**src/rtl/shift_frame_controller.sv**
```systemverilog
// -----------------------------------------------------------------------------
// shift_frame_controller
//
// Upstream sequencing stage for a WIDTH-bit left-shift register. Parallel words
// arrive over a valid/ready handshake into a small FIFO. For each word the block
// issues one load cycle and then WIDTH shift cycles to the register, and frames
// the register's MSB as an MSB-first serial stream. GAP idle cycles separate
// consecutive frames. All frame timing lives here; the shift register is a pure
// datapath element.
//
// Handshake: a word transfers on any rising edge where in_valid && in_ready.
// in_ready is simply "FIFO not full" and does not depend on in_valid.
//
// Ports
//   clk, rst          clock, asynchronous active-high reset
//   in_valid/in_ready upstream handshake, in_data is the word
//   sr_load, sr_shift, sr_data_in  drive the shift register
//   sr_msb            shift register data_out[WIDTH-1]
//   ser_valid/ser_bit serial frame output, MSB first
//   ser_first/ser_last frame delimiters (bit 0 / bit WIDTH-1)
//   busy              FSM active or words still buffered
//   word_count        frames completed, modulo 256
//   state_dbg         current FSM state (IDLE=0, LOAD=1, SHIFT=2, GAP=3)
// -----------------------------------------------------------------------------
module shift_frame_controller #(
  parameter int WIDTH      = 4,
  parameter int FIFO_DEPTH = 2,
  parameter int GAP        = 1
) (
  input  logic             clk,
  input  logic             rst,
  input  logic             in_valid,
  output logic             in_ready,
  input  logic [WIDTH-1:0] in_data,
  output logic             sr_load,
  output logic             sr_shift,
  output logic [WIDTH-1:0] sr_data_in,
  input  logic             sr_msb,
  output logic             ser_valid,
  output logic             ser_bit,
  output logic             ser_first,
  output logic             ser_last,
  output logic             busy,
  output logic [7:0]       word_count,
  output logic [1:0]       state_dbg
);

  localparam int AW = (FIFO_DEPTH > 1) ? $clog2(FIFO_DEPTH) : 1;
  localparam int CW = AW + 1;
  localparam int BW = (WIDTH > 1) ? $clog2(WIDTH) : 1;
  localparam int GW = 4;

  localparam logic [BW-1:0] LAST_BIT = BW'(WIDTH - 1);
  // The gap counter counts down to zero, so it is loaded with GAP-1.
  localparam logic [GW-1:0] GAP_LOAD = GW'((GAP > 0) ? GAP - 1 : 0);
  localparam logic [CW-1:0] FULL_CNT = CW'(FIFO_DEPTH);

  typedef enum logic [1:0] {
    S_IDLE  = 2'd0,
    S_LOAD  = 2'd1,
    S_SHIFT = 2'd2,
    S_GAP   = 2'd3
  } state_t;

  state_t            state_q, state_d;
  logic [BW-1:0]     bitcnt_q, bitcnt_d;
  logic [GW-1:0]     gap_q, gap_d;
  logic [7:0]        word_count_q, word_count_d;

  logic [WIDTH-1:0]  mem_q [FIFO_DEPTH];
  logic [AW-1:0]     wr_ptr_q, rd_ptr_q;
  logic [CW-1:0]     count_q;
  logic              push, pop, fifo_empty;

  // ---------------------------------------------------------------------------
  // Input FIFO. Pointers wrap naturally because the depth is a power of two.
  // ---------------------------------------------------------------------------
  assign fifo_empty = (count_q == '0);
  assign in_ready   = (count_q != FULL_CNT);
  assign push       = in_valid && in_ready;

  always_ff @(posedge clk or posedge rst) begin
    if (rst) begin
      wr_ptr_q <= '0;
      rd_ptr_q <= '0;
      count_q  <= '0;
    end else begin
      if (push) wr_ptr_q <= wr_ptr_q + AW'(1);
      if (pop)  rd_ptr_q <= rd_ptr_q + AW'(1);
      case ({push, pop})
        2'b10:   count_q <= count_q + CW'(1);
        2'b01:   count_q <= count_q - CW'(1);
        default: count_q <= count_q;
      endcase
    end
  end

  // Storage needs no reset: an entry is only read after it has been written.
  always_ff @(posedge clk) begin
    if (push) mem_q[wr_ptr_q] <= in_data;
  end

  // ---------------------------------------------------------------------------
  // Frame FSM: state register
  // ---------------------------------------------------------------------------
  always_ff @(posedge clk or posedge rst) begin
    if (rst) begin
      state_q      <= S_IDLE;
      bitcnt_q     <= '0;
      gap_q        <= '0;
      word_count_q <= '0;
    end else begin
      state_q      <= state_d;
      bitcnt_q     <= bitcnt_d;
      gap_q        <= gap_d;
      word_count_q <= word_count_d;
    end
  end

  // ---------------------------------------------------------------------------
  // Frame FSM: next state and state-decoded outputs
  // ---------------------------------------------------------------------------
  always_comb begin
    state_d      = state_q;
    bitcnt_d     = bitcnt_q;
    gap_d        = gap_q;
    word_count_d = word_count_q;
    pop          = 1'b0;
    sr_load      = 1'b0;
    sr_shift     = 1'b0;
    sr_data_in   = '0;
    ser_valid    = 1'b0;
    ser_bit      = 1'b0;
    ser_first    = 1'b0;
    ser_last     = 1'b0;

    case (state_q)
      S_IDLE: begin
        if (!fifo_empty) state_d = S_LOAD;
      end

      S_LOAD: begin
        sr_load    = 1'b1;
        sr_data_in = mem_q[rd_ptr_q];
        pop        = 1'b1;
        bitcnt_d   = '0;
        state_d    = S_SHIFT;
      end

      S_SHIFT: begin
        sr_shift  = 1'b1;
        ser_valid = 1'b1;
        // Register output passes straight through; it already reflects the
        // load/shift of the previous edge.
        ser_bit   = sr_msb;
        ser_first = (bitcnt_q == '0);
        ser_last  = (bitcnt_q == LAST_BIT);
        bitcnt_d  = bitcnt_q + BW'(1);
        if (bitcnt_q == LAST_BIT) begin
          word_count_d = word_count_q + 8'd1;
          if (GAP > 0) begin
            state_d = S_GAP;
            gap_d   = GAP_LOAD;
          end else if (!fifo_empty) begin
            state_d = S_LOAD;
          end else begin
            state_d = S_IDLE;
          end
        end
      end

      S_GAP: begin
        if (gap_q == '0) begin
          state_d = fifo_empty ? S_IDLE : S_LOAD;
        end else begin
          gap_d = gap_q - GW'(1);
        end
      end

      default: state_d = S_IDLE;
    endcase
  end

  assign busy       = (state_q != S_IDLE) || !fifo_empty;
  assign word_count = word_count_q;
  assign state_dbg  = state_q;

endmodule

```
**config.mk**
```make
export PLATFORM = sky130hd
export DESIGN_NAME = shift_frame_controller
export DESIGN_NICKNAME = d
export VERILOG_FILES = /design/src/rtl/shift_frame_controller.sv
export SDC_FILE = /design/constraint.sdc
export NUM_CORES = 1
export LEC_CHECK = 0
export BUFFER_PORTS_ARGS = -buffer_cell sky130_fd_sc_hd__buf_2
export CAP_MARGIN = 20
export CORE_UTILIZATION = 54
export DETAILED_ROUTE_END_ITERATION = 16
export GPL_TIMING_DRIVEN = 1
export PLACE_DENSITY_LB_ADDON = 0.08
export SLEW_MARGIN = 20
export SYNTH_ARGS = -nofsm -noshare
export SYNTH_HDL_FRONTEND = slang
export SYNTH_SLANG_ARGS = --single-unit
```
**constraint.sdc**
```tcl
create_clock -name clk -period 5.15 [get_ports clk]
set_input_delay 0.515 -clock clk [delete_from_list [all_inputs] [get_ports clk]]
set_output_delay 0.515 -clock clk [all_outputs]
set_load 0.005 [all_outputs]
```
==> metrics.cfg <==
[clocking]
cts_resized = 0
htree_levels = 1
cts_made_buffers = 3
post-cts-setup-buffer-count = 0
postCtsHoldBufs = 0
cts_tree = done
cts_max_path_buffers = 2
clock_sink_count = 28
clk_root_buffer_cell = sky130_fd_sc_hd__clkbuf_4
worst_skew_pair.late_latency_ns = 0.33
clk_transition_reported_paths_ns = 0.14

[synthesis]
synth_compound_gate_area_share_pct = 6.00
synthDistinctLibCells = 30
cell_taking_the_most_area_after_synthesis = sky130_fd_sc_hd__dfrtp_1
synth_top_cell_area_share_pct = 35.8
dominant_combinational_cell_family_by_area_after_synthesis = simple AND/OR/NAND/NOR gates
fraction_of_the_yosys_area_taken_by_sequential_cells_pct = 53.0
synth_fa_ha_area_share_pct = 9.86
synth.cell_area_sq_um = 1400
synth.avg_cell_area_sq_um = 12.2
dominantRegCellSynth = sky130_fd_sc_hd__dfrtp_1
edff_count_synth = 8
post_synthesis_cell_count = 114
synth-async-reset-ratio_pct = 71.4
mux_contribution_to_synthesized_area_pct = 5.91
synth-xor-area-share_pct = 7.53
synth-simple-area-share_pct = 14.7
ys_top_cells_by_area = sky130_fd_sc_hd__dfrtp_1 (36%), sky130_fd_sc_hd__edfxtp_1 (17%), sky130_fd_sc_hd__ha_1 (9.9%), sky130_fd_sc_hd__xnor2_1 (5.6%), sky130_fd_sc_hd__mux2i_1 (4.3%)
synth-seq-cells = 28
postSynthNetCount = 133
ys_warn_count = 0

[global_routing]
grt_first_pass_wirelength_mm = 3.63
grt_start_max_net_pins = 21
first_global_vias = 851
grt_antenna_before_repair = 0
grt.total_usage_pct = 18.9
globalRoute.totalOverflow = 0

[layout]
post-route-cell-area_sq_um = 1620
synthToLayoutAreaGrowth_pct = 15.8
fillers = 197
stdcell_count = 174
finish.net_count = 164
multiInputGateArea_sq_um = 614
layout.area.seq_sq_um = 741
final_layout_size_suffix_gt1_share_pct = 23.6
antennaDiodeCount = 0

[die]
core-area_sq_um = 2450
pin_count = 30
fp.dieArea_sq_um = 2790
placementRows = 18
initial_core_util_pct = 56.9
die_height_um = 52.9
die_x_um = 52.9

[setup_path]
rrSetupSlack_ns = 3.26
worstPathMaxFanout = 9
critPathRequiredTime_ns = 4.64
worst_setup_path_startpoint = state_dbg[0]$_DFFE_PP0P_
crit-reg2reg-launch = gap_q[0]$_DFFE_PP0P_
criticalPathCategory = flip-flop to output port
worst-endpoint-arrival_ns = 1.83
critPathCaptureType = output port
startpoint_type = flip-flop

[placement]
dp_cells = 170
post-place-ws_ns = 3.19
io_buffers = 29
routabilityCongestion = 0.811
place_area_sq_um = 1560
detailed_place_hpwl_mm = 1.72

[routing]
met2_wirelength_from_detailed_routing_mm = 1.17
drt.antenna.violating_nets = 0
totalWireLength_mm = 2.26
routedLengthMet1_um = 985
avgViaCountPerCell = 5.18
wl_per_cell_um = 13.0
drc = 0
route.met3.wl_um = 75
drt_iter0_drc = 4
route.top_layer_used = met4
drt_first_pass_iters = 4
route.vias.total = 902

[sta]
setup-violations-final = 0
holdWs_ns = 0.295
tightest_slew_ns = 0.777
setup_ws_ns = 2.81
fin_setup_tns_ns = 0
finalCriticalPeriod_ns = 2.34
timing.final.max_slew_violations = 0
finalHoldViolations = 0
min_period_over_period_pct = 45.5
maxSlewHeadroom_pct = 48.1
max_freq_ghz = 0.427
rsz0062_at_grt = false
fin_skew_ns = 0.00342

[pwr]
power_per_cell_area_nw_per_um2 = 532
ir_drop_mv = 0.386
p_leak_uw = 0.000806

[worst_hold_path]
holdCritPathClass = input port to async pin

[run]
drv.max_cap_violation_count = 0

[outcome]
status = completed

[final cells by class]
cell class                 count  area share (%)
timing repair buffer          29            8.98
multi-input combinational     76            38.0
tap                           30            2.32
clock buffer                   3            1.39
inverter                       7            1.63
sequential                    28            45.8
clock inverter                 1            1.86
[kinds of logic (layout without fill, tap and decap cells)]
| group | Yosys count | after routing |
|---|---|---|
| AOI/OAI and AO/OA | 11 | 11 |
| xor gates and xnor gates | 12 | 12 |
| adders and majority gates | 11 | 11 |
| buffers and inverters | 10 | 40 |
| DFF | 28 | 28 |
| muxes | 8 | 8 |
| and+or+nand+nor | 34 | 34 |
[worst max-delay path, stage by stage (launching register included)]
cell and delay [ns]:
sky130_fd_sc_hd__dfrtp_1 0.45, sky130_fd_sc_hd__inv_1 0.16, sky130_fd_sc_hd__ha_1 0.32, sky130_fd_sc_hd__and2_1 0.37, sky130_fd_sc_hd__buf_2 0.18
[per-stage QoR]
step / util, % / total power, uW
global placement: 63.7 / 709
finish: 65.9 / 861
detailed placement: 63.7 / 729
floorplan: - / 620
global route: 65.9 / 930
CTS: 65.9 / 874
[Yosys cell counts (2+ instances only)]
cell type / instances
sky130_fd_sc_hd__mux2_1: 2
sky130_fd_sc_hd__xnor2_1: 9
sky130_fd_sc_hd__o21ai_1: 3
sky130_fd_sc_hd__edfxtp_1: 8
sky130_fd_sc_hd__dfrtp_1: 20
sky130_fd_sc_hd__nor2_1: 4
sky130_fd_sc_hd__o41ai_1: 2
sky130_fd_sc_hd__o21ai_0: 2
sky130_fd_sc_hd__mux2i_1: 6
sky130_fd_sc_hd__nand2_1: 4
sky130_fd_sc_hd__nand3_1: 2
sky130_fd_sc_hd__xor2_1: 3
sky130_fd_sc_hd__nand2b_1: 2
sky130_fd_sc_hd__and3_1: 3
sky130_fd_sc_hd__clkbuf_1: 2
sky130_fd_sc_hd__nand4_1: 4
sky130_fd_sc_hd__or3b_1: 2
sky130_fd_sc_hd__inv_1: 7
sky130_fd_sc_hd__nor2b_1: 6
sky130_fd_sc_hd__ha_1: 11
sky130_fd_sc_hd__and2_1: 3
[routing by layer]
metal  track usage, %  up-vias
met5                0        -
met4             9.21        0
met3             3.45        3
met2             32.7       17
met1             22.4      422
li1                 -      460
[report_power, final]
| group | internal (uW) | total [uW] | switching (uW) | leakage [uW] |
|---|---|---|---|---|
| logic | 178 | 367 | 189 | 0.000444 |
| clock network | 78.8 | 142 | 63.5 | 0.0000279 |
| registers | 295 | 351 | 56.1 | 0.000334 |
| total | 552 | 861 | 309 | 0.000806 |
[cells in the final DEF (no fill, tap or decap), drive strengths merged]
master / count
ha: 11
or4b: 1
nor2b: 6
and2: 3
nand2: 4
and4bb: 1
o21ai: 5
mux2i: 6
buf: 29
nor2: 4
nand3: 2
dfrtp: 20
a221oi: 1
inv: 7
o211a: 1
clkbuf: 3
o41ai: 2
a211oi: 1
or3b: 2
bufinv: 1
nand2b: 2
xor2: 3
nand4: 4
or4: 1
o31a: 1
mux2: 2
and3: 3
nor3: 1
xnor2: 9
edfxtp: 8
[path summary, 6_finish.rpt]
| check | end | cells past startpoint |
|---|---|---|
| worst max register to register | state_dbg[1]$_DFFE_PP0P_ | 5 |
| worst max-delay path | ser_last | 4 |
| worst min register to register | word_count[7]$_DFFE_PP0P_ | 1 |
| min in group clk | mem_q[0][1]$_DFFE_PP_ | 1 |
| max in group asynchronous | wr_ptr_q$_DFFE_PP0P_ | 2 |
| worst min-delay path | word_count[1]$_DFFE_PP0P_ | 2 |
[flip-flops by register name, indices dropped and copies added, names as in the netlist]
signal / count
state_dbg: 2
rd_ptr_q: 1
wr_ptr_q: 1
word_count: 8
bitcnt_q: 2
gap_q: 4
count_q: 2
mem_q: 8
Note: power is estimated with default switching activity, not from simulation.
